**src/rtl/adc_lane_align.sv**
```systemverilog
// ---------------------------------------------------------------------------
// adc_lane_align
//   Calibrates one ADC data lane: sweeps the input delay across all 512 taps,
//   finds the widest contiguous run of taps where the training nibble is
//   received stably, centers the delay in that run, then searches the four
//   bit offsets (slip) for the one that reproduces TRAIN_PATTERN on dout.
//
// Ports
//   clk              in   single clock, rising edge
//   rst_n            in   asynchronous assert, synchronous release, active-low
//   start            in   one-cycle pulse, begins calibration (ignored if busy)
//   din[3:0]         in   deserialized nibble from the input SERDES
//   delay_count_out  out  tap value for the input delay CNTVALUEIN
//   delay_load       out  one-cycle load strobe for the input delay
//   dout[3:0]        out  bit-aligned data, bits [slip+3:slip] of {din, din_d1}
//   slip[1:0]        out  selected bit offset
//   eye_width[8:0]   out  length of the best good-tap run (saturates at 511)
//   busy/done/fail   out  status flags
// ---------------------------------------------------------------------------
module adc_lane_align #(
    parameter logic [3:0]  TRAIN_PATTERN = 4'b0011,
    parameter int unsigned SETTLE_CYCLES = 16,
    parameter int unsigned CHECK_CYCLES  = 64,
    parameter int unsigned MIN_EYE       = 8
) (
    input  logic       clk,
    input  logic       rst_n,
    input  logic       start,
    input  logic [3:0] din,
    output logic [8:0] delay_count_out,
    output logic       delay_load,
    output logic [3:0] dout,
    output logic [1:0] slip,
    output logic [8:0] eye_width,
    output logic       busy,
    output logic       done,
    output logic       fail
);

    typedef enum logic [3:0] {
        S_IDLE,
        S_LOAD,
        S_SETTLE,
        S_CHECK,
        S_NEXT,
        S_CENTER_LOAD,
        S_CENTER_SETTLE,
        S_SLIP_CHECK,
        S_DONE,
        S_FAIL
    } state_t;

    localparam logic [15:0] SETTLE_LAST = 16'(SETTLE_CYCLES - 1);
    localparam logic [15:0] CHECK_LAST  = 16'(CHECK_CYCLES - 1);
    // Slip trials skip two cycles so dout reflects the new offset
    localparam logic [15:0] SLIP_LAST   = 16'(CHECK_CYCLES + 1);
    localparam logic [9:0]  MIN_EYE_W   = 10'(MIN_EYE);

    state_t      state_q;
    logic [8:0]  tap_q;
    logic        load_q;
    logic [3:0]  din_d1_q;
    logic [3:0]  dout_q;
    logic [1:0]  slip_q;
    logic [8:0]  eye_q;
    logic        busy_q;
    logic        done_q;
    logic        fail_q;
    logic [15:0] cnt_q;
    logic [3:0]  first_q;
    logic        ok_q;
    logic        match_q;
    logic [9:0]  cur_len_q;
    logic [8:0]  cur_start_q;
    logic [9:0]  best_len_q;
    logic [8:0]  best_start_q;

    logic        rot_ok;
    logic        ok_d;
    logic        match_d;
    logic [3:0]  dout_d;
    logic [9:0]  cur_len_d;
    logic [8:0]  cur_start_d;
    logic [9:0]  best_len_d;
    logic [8:0]  best_start_d;
    logic [8:0]  center_d;
    logic [8:0]  eye_d;

    always_comb begin
        rot_ok = (din == TRAIN_PATTERN)
              || (din == {TRAIN_PATTERN[2:0], TRAIN_PATTERN[3]})
              || (din == {TRAIN_PATTERN[1:0], TRAIN_PATTERN[3:2]})
              || (din == {TRAIN_PATTERN[0],   TRAIN_PATTERN[3:1]});

        // First sample of the window sets the reference; later samples must repeat it
        ok_d = (cnt_q == '0) ? rot_ok : (ok_q && (din == first_q));

        match_d = (cnt_q < 16'd2) ? match_q : (match_q && (dout_q == TRAIN_PATTERN));

        case (slip_q)
            2'd0:    dout_d = din_d1_q;
            2'd1:    dout_d = {din[0],   din_d1_q[3:1]};
            2'd2:    dout_d = {din[1:0], din_d1_q[3:2]};
            default: dout_d = {din[2:0], din_d1_q[3]};
        endcase

        cur_len_d   = ok_q ? (cur_len_q + 10'd1) : '0;
        cur_start_d = (ok_q && (cur_len_q == '0)) ? tap_q : cur_start_q;

        // Best is refreshed while a run grows; a strictly-longer test here
        // gives the same result as comparing at run close, including a run
        // still open at tap 511, and keeps the lowest-start run on ties.
        if (cur_len_d > best_len_q) begin
            best_len_d   = cur_len_d;
            best_start_d = cur_start_d;
        end else begin
            best_len_d   = best_len_q;
            best_start_d = best_start_q;
        end

        center_d = 9'({1'b0, best_start_d} + (best_len_d >> 1));
        eye_d    = (best_len_d > 10'd511) ? 9'd511 : best_len_d[8:0];
    end

    always_ff @(posedge clk or negedge rst_n) begin
        if (!rst_n) begin
            state_q      <= S_IDLE;
            tap_q        <= '0;
            load_q       <= 1'b0;
            din_d1_q     <= '0;
            dout_q       <= '0;
            slip_q       <= '0;
            eye_q        <= '0;
            busy_q       <= 1'b0;
            done_q       <= 1'b0;
            fail_q       <= 1'b0;
            cnt_q        <= '0;
            first_q      <= '0;
            ok_q         <= 1'b0;
            match_q      <= 1'b0;
            cur_len_q    <= '0;
            cur_start_q  <= '0;
            best_len_q   <= '0;
            best_start_q <= '0;
        end else begin
            din_d1_q <= din;
            dout_q   <= dout_d;
            load_q   <= 1'b0;

            case (state_q)
                S_IDLE, S_DONE, S_FAIL: begin
                    if (start) begin
                        state_q      <= S_LOAD;
                        tap_q        <= '0;
                        slip_q       <= '0;
                        cur_len_q    <= '0;
                        cur_start_q  <= '0;
                        best_len_q   <= '0;
                        best_start_q <= '0;
                        busy_q       <= 1'b1;
                        done_q       <= 1'b0;
                        fail_q       <= 1'b0;
                    end
                end

                // tap_q was set on entry, so the value is stable a cycle before the strobe
                S_LOAD: begin
                    load_q  <= 1'b1;
                    cnt_q   <= '0;
                    state_q <= S_SETTLE;
                end

                S_SETTLE: begin
                    if (cnt_q == SETTLE_LAST) begin
                        cnt_q   <= '0;
                        state_q <= S_CHECK;
                    end else begin
                        cnt_q <= cnt_q + 16'd1;
                    end
                end

                S_CHECK: begin
                    ok_q <= ok_d;
                    if (cnt_q == '0) begin
                        first_q <= din;
                    end
                    if (cnt_q == CHECK_LAST) begin
                        cnt_q   <= '0;
                        state_q <= S_NEXT;
                    end else begin
                        cnt_q <= cnt_q + 16'd1;
                    end
                end

                S_NEXT: begin
                    cur_len_q    <= cur_len_d;
                    cur_start_q  <= cur_start_d;
                    best_len_q   <= best_len_d;
                    best_start_q <= best_start_d;
                    if (tap_q != 9'd511) begin
                        tap_q   <= tap_q + 9'd1;
                        state_q <= S_LOAD;
                    end else begin
                        eye_q <= eye_d;
                        if (best_len_d < MIN_EYE_W) begin
                            state_q <= S_FAIL;
                            busy_q  <= 1'b0;
                            fail_q  <= 1'b1;
                        end else begin
                            tap_q   <= center_d;
                            state_q <= S_CENTER_LOAD;
                        end
                    end
                end

                S_CENTER_LOAD: begin
                    load_q  <= 1'b1;
                    cnt_q   <= '0;
                    state_q <= S_CENTER_SETTLE;
                end

                S_CENTER_SETTLE: begin
                    if (cnt_q == SETTLE_LAST) begin
                        cnt_q   <= '0;
                        match_q <= 1'b1;
                        state_q <= S_SLIP_CHECK;
                    end else begin
                        cnt_q <= cnt_q + 16'd1;
                    end
                end

                S_SLIP_CHECK: begin
                    match_q <= match_d;
                    if (cnt_q == SLIP_LAST) begin
                        cnt_q <= '0;
                        if (match_d) begin
                            state_q <= S_DONE;
                            busy_q  <= 1'b0;
                            done_q  <= 1'b1;
                        end else if (slip_q != 2'd3) begin
                            slip_q  <= slip_q + 2'd1;
                            match_q <= 1'b1;
                        end else begin
                            state_q <= S_FAIL;
                            busy_q  <= 1'b0;
                            fail_q  <= 1'b1;
                        end
                    end else begin
                        cnt_q <= cnt_q + 16'd1;
                    end
                end

                default: begin
                    state_q <= S_IDLE;
                    busy_q  <= 1'b0;
                end
            endcase
        end
    end

    assign delay_count_out = tap_q;
    assign delay_load      = load_q;
    assign dout            = dout_q;
    assign slip            = slip_q;
    assign eye_width       = eye_q;
    assign busy            = busy_q;
    assign done            = done_q;
    assign fail            = fail_q;

endmodule
```
**config.mk**
```make
export PLATFORM = sky130hd
export DESIGN_NAME = adc_lane_align
export DESIGN_NICKNAME = d
export VERILOG_FILES = /design/src/rtl/adc_lane_align.sv
export SDC_FILE = /design/constraint.sdc
export NUM_CORES = 1
export LEC_CHECK = 0
export BUFFER_PORTS_ARGS = -buffer_cell sky130_fd_sc_hd__buf_2
export CAP_MARGIN = 0
export CORE_MARGIN = 2
export CORE_UTILIZATION = 45
export DETAILED_ROUTE_END_ITERATION = 8
export HOLD_SLACK_MARGIN = 0.05
export PLACE_DENSITY_LB_ADDON = 0.08
export SLEW_MARGIN = 20
export SYNTH_ARGS = -nofsm -noshare
export SYNTH_HDL_FRONTEND = slang
export SYNTH_SLANG_ARGS = --single-unit
```
**constraint.sdc**
```tcl
create_clock -name clk -period 6.9 [get_ports clk]
set_input_delay 1.035 -clock clk [delete_from_list [all_inputs] [get_ports clk]]
set_output_delay 1.035 -clock clk [all_outputs]
set_load 0.01 [all_outputs]
```
==> results of run 1 <==
sequential cells by signal, indices dropped and copies added, names as in the netlist, 2 cells and up:
signal	count
cnt_q	16
slip	2
dout	4
state_q	4
best_start_q	9
din_d1_q	4
cur_len_q	10
delay_count_out	9
best_len_q	10
eye_width	9
cur_start_q	9
first_q	4
routing by layer:
metal / routed length, um / vias to the layer above
met3: 519 / 28
met5: 0 / -
li1: - / 2318
met2: 7003 / 108
met1: 6383 / 2341
met4: 383 / 0
worst paths after layout:
kind	depth (start not counted)	to	slack (ns)
worst min register to register	1	fail	0.50
min in group asynchronous	1	best_len_q[7]	0.69
max in group asynchronous	2	din_d1_q[2]	5.12
worst max-delay path	21	delay_count_out[8]	1.39
worst max register to register	21	delay_count_out[8]	1.39
worst min-delay path	1	fail	0.50
critical path, stage by stage, from the launching register on:
cell	delay (ns)
dfrtp_1	0.41
ha_1	0.24
and2_1	0.19
and4b_1	0.21
or2_2	0.32
ha_1	0.29
nand4_1	0.15
a211oi_1	0.28
a2111oi_2	0.12
nor3_4	0.66
mux2i_1	0.35
inv_1	0.07
ha_1	0.24
fa_1	0.42
nand3_1	0.09
nand2_1	0.11
maj3_1	0.37
o311a_1	0.15
a311oi_2	0.30
o21ai_1	0.13
xor2_1	0.19
o221ai_2	0.10
cell usage in the layout, fill, tap and decap left out, types with 17 or more instances in the layout:
cell type and count:
o21ai_0 38, dfrtp_1 96, ha_1 28, nand2_1 72, inv_1 35, mux2i_1 17, buf_2 33, a21oi_1 29
nor2_1 65, nand3_1 30, xnor2_1 18
cells by family (layout without fill, tap and decap cells):
family                   after synthesis  in the layout  synth area share
flip-flops                            96             96            0.4150
AO/OA/AOI/OAI                        151            151            0.1759
adder cells (fa/ha/maj)               33             33           0.07111
AND/OR/NAND/NOR                      240            240            0.2038
multiplexers                          25             25           0.04582
buffers and inverters                 64             89           0.04301
XOR/XNOR                              30             30           0.04539
synthesized netlist by cell type (all sizes together), types with 2 or more instances:
master	count
a2111oi	2
a211oi	4
a21o	4
a21oi	31
a222oi	4
a22o	10
a22oi	3
a311oi	2
a31oi	10
and2	5
and3	12
buf	8
clkbuf	21
dfrtp	96
ha	28
inv	35
maj3	4
mux2	6
mux2i	19
nand2	72
nand2b	11
nand3	30
nand4	10
nand4b	4
nor2	65
nor2b	4
nor3	10
nor4	6
o211ai	2
o21a	2
o21ai	46
o21bai	2
o22ai	4
o2bb2ai	9
o31ai	7
or2	3
or4	3
xnor2	18
xor2	12
final cells by class:
type / instances / area share
clock buffers: 12 / 0.03722
clock inverters: 3 / 0.003151
inverters: 35 / 0.02068
multi-input cells: 479 / 0.4939
flip-flops and latches: 96 / 0.3781
well taps: 172 / 0.03387
repair buffers: 39 / 0.03308
per-stage QoR:
stage               power (W)  hold WS (ns)
finish               0.001788        0.5004
global placement     0.001326        0.4663
CTS                  0.001802        0.5047
floorplan            0.001169        0.4502
global route         0.001915        0.5262
detailed placement   0.001340        0.4879
power breakdown:
group | switching (W) | internal (W) | total, W
combinational | 0.000394 | 0.000220 | 0.000614
clock | 0.000218 | 0.000242 | 0.000460
sequential | 0.0000773 | 0.000636 | 0.000714
==> summary.md, run 1 <==
| Metric | Value |
|---|---|
| Max cap viols | 0 |
| Post-DP HPWL | 10280 um |
| Critical Path AT | 5.73 ns |
| Sequential area share after synthesis | 0.4150 |
| DRT Wirelength | 14290 um |
| Final cell count without fillers | roughly 840 |
| Busiest grt layer | met2 |
| Req. time, crit path | 7.12 ns |
| Cell variety after synth | 68 |
| Synth top area share | 0.4150 |
| Core Rows | between 40 and 50 |
| Initial antenna violation count | 0 |
| Fraction of layout cells with a size suffix above 1 | 0.1190 |
| Reg clk slew, reported paths | 0.07 ns |
| Final net count | 696 |
| RSZ-0062 raised after global routing | false |
| Post-Synthesis Cells | 639 |
| H-tree levels | 3 |
| Global route total overflow | 0 |
| Dominant synthesized flop cell | dfrtp_1 |
| Place WS | approximately 1.5 ns |
| Met3 Resource Use GR | 0.02772 |
| Syn avg cell area | ~9.1 sq um |
| Routability congestion estimate | 0.8973 |
| Hold crit path type | register to register |
| Hold_buf cts | 0 |
| Global routing met1 resource utilization | 0.2866 |
| Post-layout min period | around 5.5 ns |
| CTS Buf Count | 9 |
| Setup crit start | cur_len_q[0] |
| Placed insts | 821 |
| Area of the multi-input gates | between 0.003 and 0.004 sq mm |
| Path type of the worst setup path | register to register |
| Main area contributors after synthesis | dfrtp_1 41%, ha_1 6.1%, nand2_1 4.7% |
| Slew at the pin closest to its max-slew limit | approximately 0.9 ns |
| Leak pwr | between 2 and 3 nW |
| Fin crit share | 0.7990 |
| Vias in the first global route | 4705 |
| Starting DRT DRC Count | 389 |
| Post_cts resized | 0 |
| CTS tree | done |
| Final setup violation count | 0 |
| Clock net sink count | 96 |
| Crit path launch type | register |
| Worst vdd ir | 0.1763 mV |
| Synth area leader | dfrtp_1 |
| Hold wc startpoint | fail |
| DRC | 0 |
| Ys async rst share | 1.000 |
| Post-route cell area | 0.006354 sq mm |
| Drt via density | 5.736 |
| Fin. Hold Viols | 0 |
| CTS Buffer Depth | 2 |
| Tot GR Track Use | 0.2146 |
| Net Count, Synth | 675 |
| Via Count | 4795 |
| Routed wire per std cell | 17.09 um |
| Die area | roughly 0.014 sq mm |
| Pre-antenna DRT Iters | 7 |
| Slew Limit Fails | 0 |
| Pwr Density | 281.4 mW/mm^2 |
| GR met2 Demand/Resource | 0.3531 |
| Worst reg2reg startpoint | cur_len_q[0] |
| Syn. warnings | 0 |
| Maximum fanout along the worst path | 23 |
| Seq. cell area | 0.002402 sq mm |
| Routed Antenna Nets | 0 |
| Synthesized area | 0.005789 sq mm |
| Number of flops mapped to enable cells by yosys | 0 |
| CTS root buf | clkbuf_16 |
| Achievable Freq | 181.4 MHz |
| Fillers | approximately 1200 |
| Die Span Y | about 120 um |
| Synthesized flop and latch total | 96 |
| I/O pin count | 35 |
| Final clock skew | 0.005442 ns |
| Finished Core Util | 0.5055 |
| Slew headroom | 0.3732 |
| First-pass GRT wire length | 23920 um |
| P&R area growth vs syn | 9.747% |
| PortBufs | 34 |
| Core area | ~0.013 sq mm |
| Die boundary width | 117.4 um |
| Worst Slack Setup Final | 1.387 ns |
| Status | finished clean |
| Cell area after placement | 0.006097 sq mm |
| Critical path endpoint category | register |
| TNS Setup | 0 ns |
| Initial Utilization | 0.4606 |
| # diodes | 0 |
| Pin count of the biggest net entering global routing | 52 |
| Worst skew pair latency | 0.35 ns |
| Postcts setup bufs | 0 |
Note: power is estimated with default switching activity, not from simulation.
==> inputs of run 2 (changes only) <==
- ABC_AREA: default -> 1
- clock period: 6.9 -> 4.81 ns (I/O delays scaled with it)
==> run 2 against run 1 <==
Effect of this change: clock skew grew 0.0063 ns; highest routed layer unchanged; maximum frequency grew 33%; sequential power grew 51%; area after synthesis grew 1.8%; via count grew 7.3%.
==> summary.md, run 2 <==
| Metric | Value |
|---|---|
| Status | finished clean (unchanged) |
| Die area | 0.01403 sq mm (was 0.01379 sq mm) |
| Crit path launch type | register (unchanged) |
| Maximum fanout along the worst path | 14 (was 23) |
| I/O pin count | 35 (unchanged) |
| Vias in the first global route | 5023 (was 4705) |
| Syn. warnings | 0 (unchanged) |
| Crit-path slowest cell | dfrtp_1 (was nor3_4) |
| DRC | 0 (unchanged) |
| Max cap viols | 0 (unchanged) |
| CTS Buffer Depth | 2 (unchanged) |
| TNS Setup | 0 ns (unchanged) |
| Post-layout min period | 4.158 ns (was 5.513 ns) |
| Reg-to-Reg End | delay_count_out[7] (was delay_count_out[8]) |
| Path type of the worst setup path | register to register (unchanged) |
| Routed Antenna Nets | 0 (unchanged) |
| Fraction of layout cells with a size suffix above 1 | 0.1241 (was 0.1190) |
| Worst reg-to-reg path cell count | 35 (was 21) |
| Cell area after placement | 0.006242 sq mm (was 0.006097 sq mm) |
| Max stage delay on crit path | 0.41 ns (was 0.66 ns) |
| Slew Limit Fails | 0 (unchanged) |
| Starting DRT DRC Count | 278 (was 389) |
| Pin count of the biggest net entering global routing | 58 (was 52) |
| Final net count | 853 (was 696) |
| Post-Synthesis Cells | 782 (was 639) |
| Die Span Y | 118.5 um (was 117.4 um) |
| Commonest non-fill, non-tap cell in the layout | nand2_1 (was dfrtp_1) |
| Number of flip-flops in the largest register | 16 (unchanged) |
| Hold WS | 0.4215 ns (was 0.5004 ns) |
| Ys async rst share | 1.000 (unchanged) |
| Leak pwr | 3.412 nW (was 2.927 nW) |
| Req. time, crit path | 5.06 ns (was 7.12 ns) |
| Worst vdd ir | 0.2521 mV (was 0.1763 mV) |
| Cell mode on critical path | nand2_1 (was ha_1) |
| CTS root buf | clkbuf_16 (unchanged) |
| Biggest registers after layout | cnt_q: 16 flops, best_len_q: 10 flops, cur_len_q: 10 flops (unchanged) |
| CTS tree | done (unchanged) |
| Dominant synthesized flop cell | dfrtp_1 (unchanged) |
| Most frequent cell after synthesis | nand2_1 (was dfrtp_1) |
| CTS Buf Count | 9 (unchanged) |
| Worst skew pair latency | 0.36 ns (was 0.35 ns) |
| Critical Path AT | 4.41 ns (was 5.73 ns) |
| Number of flops mapped to enable cells by yosys | 0 (unchanged) |
| Post-route cell area | 0.006623 sq mm (was 0.006354 sq mm) |
| Achievable Freq | 240.5 MHz (was 181.4 MHz) |
| Net Count, Synth | 818 (was 675) |
| Pwr Density | 631.5 mW/mm^2 (was 281.4 mW/mm^2) |
| Die boundary width | 118.5 um (was 117.4 um) |
| Crit path buffers/inverters | 6 (was 1) |
| Total Power | 0.004182 W (was 0.001788 W) |
| Critical path endpoint category | register (unchanged) |
| Flop2flop setup slack | 0.65 ns (was 1.39 ns) |
| Final setup violation count | 0 (unchanged) |
| Routability congestion estimate | 0.8957 (was 0.8973) |
| Most frequent cells in the layout | 184 x nand2_1, 121 x inv_1, 96 x dfrtp_1 (was 96 x dfrtp_1, 72 x nand2_1, 65 x nor2_1) |
| Synth top area share | 0.4075 (was 0.4150) |
| Sequential area share after synthesis | 0.4075 (was 0.4150) |
| Worst reg2reg startpoint | cur_len_q[0] (unchanged) |
| Cell variety after synth | 49 (was 68) |
| Initial Utilization | 0.4634 (was 0.4606) |
| Core Rows | 41 (unchanged) |
| Family with the most delay on the worst path | simple AND/OR/NAND/NOR gates (unchanged) |
| Initial antenna violation count | 0 (unchanged) |
| Drt via density | 5.175 (was 5.736) |
| Via Count | 5144 (was 4795) |
| H-tree levels | 3 (unchanged) |
| Slew headroom | 0.3833 (was 0.3732) |
| Fin. Hold Viols | 0 (unchanged) |
| Pre-antenna DRT Iters | 5 (was 7) |
| First-pass GRT wire length | 24210 um (was 23920 um) |
| Main area contributors after synthesis | dfrtp_1 41%, nand2_1 12%, inv_1 7.7% (was dfrtp_1 41%, ha_1 6.1%, nand2_1 4.7%) |
| Syn avg cell area | 7.539 sq um (was 9.060 sq um) |
| PortBufs | 34 (unchanged) |
| Biggest register | cnt_q (unchanged) |
| Hold crit path type | input pin to async pin (was register to register) |
| Reg clk slew, reported paths | 0.07 ns (about the same) |
| Slew at the pin closest to its max-slew limit | 0.9228 ns (was 0.9165 ns) |
| Synthesized flop and latch total | 96 (unchanged) |
| Synthesized area | 0.005896 sq mm (was 0.005789 sq mm) |
| Routed wire per std cell | 14.43 um (was 17.09 um) |
| Hold_buf cts | 0 (unchanged) |
| Core area | 0.01272 sq mm (was 0.01257 sq mm) |
| Tot GR Track Use | 0.2155 (was 0.2146) |
| Synth area leader | dfrtp_1 (unchanged) |
| Synth cell count leaders | 184 x nand2_1, 121 x inv_1, 96 x dfrtp_1 (was 96 x dfrtp_1, 72 x nand2_1, 65 x nor2_1) |
| Post-DP HPWL | 10610 um (was 10280 um) |
| Global route total overflow | 0 (unchanged) |
| P&R area growth vs syn | 12.33% (was 9.747%) |
| Final clock skew | 0.01171 ns (was 0.005442 ns) |
| # diodes | 0 (unchanged) |
| DRT Wirelength | 14340 um (was 14290 um) |
| Fin crit share | 0.8644 (was 0.7990) |
| Clock net sink count | 96 (unchanged) |
## run 2: cell types whose count changed after synthesis, sizes merged, moves of 9 or more
cell | before | now
nor2 | 65 | 74
xnor2 | 18 | 4
mux2i | 19 | 1
o2bb2ai | 9 | 0
and3 | 12 | 0
nand3 | 30 | 53
o21ai | 46 | 64
inv | 35 | 126
nand2b | 11 | 0
o22ai | 4 | 28
a22o | 10 | 1
nand2 | 72 | 193
## run 2: cells by family (layout without fill, tap and decap cells)
kind of cell,after synthesis,after routing,share of synthesized area
xor+xnor,11,11,0.01634
buf+inv,146,185,0.09720
mux,1,1,0.001698
compound gates,142,142,0.1386
simple gates,357,358,0.2759
flops,96,96,0.4075
fa+ha+maj,29,29,0.06282
## run 2: area by class of cell
cell class | instances | area (sq um)
Sequential cell | 96 | 2402
Tap cell | 172 | 215.2
Clock inverter | 7 | 117.6
Clock buffer | 9 | 225.2
Fill cell | 1280 | 6100
Inverter | 127 | 479.2
Timing Repair Buffer | 42 | 232.7
Multi-Input combinational cell | 541 | 2950
## run 2: metrics by stage
| stage | setup WS, ns | cells | utilization |
|---|---|---|---|
| after floorplan | 0.9313 | 782 | - |
| after global placement | 0.7088 | 976 | 0.4907 |
| after detailed placement | 0.5717 | 976 | 0.4907 |
| after CTS | 0.5430 | 992 | 0.5176 |
| after global routing | -0.01311 | 994 | 0.5206 |
| final | 0.6521 | 994 | 0.5206 |
## run 2: power breakdown
part | internal (W) | leakage, nW | total, W | switching, W
Combinational | 0.000678 | 1.96 | 0.00226 | 0.00158
Sequential | 0.000954 | 1.28 | 0.00108 | 0.000126
Clock | 0.000510 | 0.170 | 0.000842 | 0.000331
Total | 0.00214 | 3.41 | 0.00418 | 0.00204
## run 2: layer usage
layer	up-vias	routed length, um	GRT usage
met1	2414	6528	0.2710
met2	89	6927	0.3696
met5	-	0	0
met4	0	472	0.1004
met3	26	411	0.02558
li1	2615	-	-
## run 2: what timing repair did
action	CTS	global route
endpoints found under the setup margin	0	2
resized for setup	0	3
setup buffers	0	1
## run 2: worst max-delay path by stage
stage,from,to,slack (ns),depth (start not counted)
3_5_place_dp,cur_len_q[0],delay_count_out[7],0.57,35
3_3_place_gp,cur_len_q[0],delay_count_out[7],0.71,35
2_1_floorplan,cur_len_q[0],delay_count_out[7],0.93,34
4_1_cts,cur_len_q[0],delay_count_out[7],0.54,35
6_report,cur_len_q[0],delay_count_out[7],0.65,35
5_1_grt,cur_len_q[0],delay_count_out[7],-0.01,35
==> inputs of run 3 (changes only) <==
- CORE_UTILIZATION: 45 -> 34
==> run 3 against run 2 <==
Effect of this change: wire length rose by 7.2%; register-to-register slack got worse by 0.07 ns; clock-buffer cell count rose by 1; via count barely moved; setup slack got worse by 0.067 ns; non-clock buffer count fell by 2; first-iteration DRC count fell by 0.72%; design area rose by 0.38%; global-route usage fell by 3.6 points; sequential share of layout area fell by 0.14 points; maximum frequency fell by 1.6%.
==> summary.md, run 3 (same netlist as run 2, synthesis figures left out) <==
| Metric | Value |
|---|---|
| Cell mode on critical path | nand2_1 (unchanged) |
| Max cap viols | 0 (unchanged) |
| Biggest register | cnt_q (unchanged) |
| I/O pin count | 35 (unchanged) |
| Routed wire per std cell | 14.71 um (was 14.43 um) |
| Slew Limit Fails | 0 (unchanged) |
| Critical Path AT | 4.47 ns (was 4.41 ns) |
| Post-DP HPWL | 11540 um (was 10610 um) |
| Drt via density | 4.923 (was 5.175) |
| Fin. Hold Viols | 0 (unchanged) |
| RSZ-0062 raised after global routing | false |
| Routed Antenna Nets | 0 (unchanged) |
| Reg clk slew, reported paths | 0.07 ns (about the same) |
| Leak pwr | 3.385 nW (was 3.412 nW) |
| Final setup violation count | 0 (unchanged) |
| Worst skew pair latency | 0.35 ns (was 0.36 ns) |
| Met3 Resource Use GR | 0.03517 (was 0.02558) |
| Initial Utilization | 0.3444 (was 0.4634) |
| Busiest grt layer | met2 (unchanged) |
| Pin count of the biggest net entering global routing | 52 (was 58) |
| Status | finished clean (unchanged) |
| DRC | 0 (unchanged) |
| First-pass GRT wire length | 25720 um (was 24210 um) |
| Path type of the worst setup path | register to register (unchanged) |
| Core area | 0.01712 sq mm (was 0.01272 sq mm) |
| Die boundary width | 135.7 um (was 118.5 um) |
| Final clock skew | 0.006906 ns (was 0.01171 ns) |
| Number of flip-flops in the largest register | 16 (unchanged) |
| Req. time, crit path | 5.05 ns (was 5.06 ns) |
| DRT Wirelength | 15380 um (was 14340 um) |
| CTS Buf Count | 9 (unchanged) |
| Maximum fanout along the worst path | 14 (unchanged) |
| Biggest registers after layout | cnt_q: 16 flops, best_len_q: 10 flops, cur_len_q: 10 flops (unchanged) |
| Pwr Density | 623.0 mW/mm^2 (was 631.5 mW/mm^2) |
| Starting DRT DRC Count | 276 (was 278) |
| Crit path launch type | register (unchanged) |
| Crit-path slowest cell | dfrtp_1 (unchanged) |
| Global routing met1 resource utilization | 0.2248 (was 0.2710) |
| TNS Setup | 0 ns (unchanged) |
| Family with the most delay on the worst path | simple AND/OR/NAND/NOR gates (unchanged) |
| Worst vdd ir | 0.2671 mV (was 0.2521 mV) |
| Fraction of layout cells with a size suffix above 1 | 0.1195 (was 0.1241) |
| Global route total overflow | 0 (unchanged) |
| Clock net sink count | 96 (unchanged) |
| H-tree levels | 3 (unchanged) |
| Initial antenna violation count | 0 (unchanged) |
| CTS root buf | clkbuf_16 (unchanged) |
| Via Count | 5145 (was 5144) |
| Achievable Freq | 236.7 MHz (was 240.5 MHz) |
| Commonest non-fill, non-tap cell in the layout | nand2_1 (unchanged) |
| CTS tree | done (unchanged) |
| Pre-antenna DRT Iters | 5 (unchanged) |
| Die area | 0.01841 sq mm (was 0.01403 sq mm) |
| Core Rows | 48 (was 41) |
| Slew headroom | 0.3999 (was 0.3833) |
| Routability congestion estimate | 0.7979 (was 0.8957) |
| GR met2 Demand/Resource | 0.3042 (was 0.3696) |
| Tot GR Track Use | 0.1793 (was 0.2155) |
| # diodes | 0 (unchanged) |
| P&R area growth vs syn | 12.75% (was 12.33%) |
| Hold crit path type | input pin to async pin (unchanged) |
| Post-layout min period | 4.225 ns (was 4.158 ns) |
| Max stage delay on crit path | 0.42 ns (was 0.41 ns) |
| PortBufs | 34 (unchanged) |
| Crit path buffers/inverters | 6 (unchanged) |
| Vias in the first global route | 5083 (was 5023) |
| Die Span Y | 135.7 um (was 118.5 um) |
| Most frequent cells in the layout | 184 x nand2_1, 121 x inv_1, 96 x dfrtp_1 (unchanged) |
| CTS Buffer Depth | 2 (unchanged) |
| Final net count | 851 (was 853) |
| Critical path endpoint category | register (unchanged) |
| Slew at the pin closest to its max-slew limit | 0.8969 ns (was 0.9228 ns) |
| Fin crit share | 0.8784 (was 0.8644) |
| Finished Core Util | 0.3884 (was 0.5206) |
==> run 3: cell types whose count changed in the layout (fill, tap and decap cells not counted) <==
cell | before | now
buf_4 | 9 | 7
bufinv_16 | 3 | 2
nor2_2 | 7 | 6
clkbuf_1 | 0 | 1
clkinvlp_4 | 0 | 1
nor2_1 | 64 | 65
clkinv_2 | 2 | 1
==> run 3: through the flow <==
stage          hold WS, ns  setup slack, ns  cell area [sq um]  power (W)  cells
6_report            0.3799           0.5850               6648   0.004141   1045
5_1_grt             0.4253          0.01956               6648   0.004531   1045
4_1_cts             0.3973           0.4681               6620   0.004108   1044
3_5_place_dp        0.4602           0.5056               6301   0.003301   1028
3_3_place_gp        0.4549           0.6483               6301   0.003290   1028
2_1_floorplan       0.4259           0.9313               5896   0.002726    782
==> run 3: metal layers <==
layer,vias up,share of wire
met4,0,0.022
met2,89,0.49
li1,2613,-
met1,2424,0.45
met5,-,0
met3,19,0.032
==> run 3: final cells by class <==
class	instances	area, sq um
clock buffers	10	229.0
clock inverters	6	90.09
fillers	1815	10470
inverters	127	479.2
multi-input cells	541	2948
flip-flops and latches	96	2402
well taps	225	281.5
repair buffers	40	217.7
==> run 3: path summary, 6_finish.rpt <==
path	from	end	slack [ns]	depth (start not counted)
setup reg to reg	cur_len_q[0]	delay_count_out[7]	0.59	35
hold reg to reg	cnt_q[15]	cnt_q[15]	0.48	1
max in group asynchronous	rst_n	delay_count_out[3]	3.31	2
setup / recovery	cur_len_q[0]	delay_count_out[7]	0.59	35
hold / removal	rst_n	cur_len_q[3]	0.38	1
min in group clk	cnt_q[15]	cnt_q[15]	0.48	1
==> run 3: power by group <==
| part | total, W | switching, W | leakage (nW) | internal, W |
|---|---|---|---|---|
| Sequential | 0.00108 | 0.000131 | 1.28 | 0.000954 |
| Combinational | 0.00227 | 0.00160 | 1.95 | 0.000670 |
| Clock | 0.000785 | 0.000326 | 0.153 | 0.000459 |
==> run 3: repair_timing <==
action | CTS | global route
setup buffers | 0 | 0
setup endpoints to repair | 0 | 1
hold buffers | 0 | 0
resized for setup | 0 | 2
==> run 3: worst register-to-register path: cells and delay by family (launching register included) <==
kind            cells  cell delay, ns
compound gates      5            0.74
fa+ha+maj           3            0.80
buf+inv             6            0.46
flops               1            0.42
simple gates       21            1.72
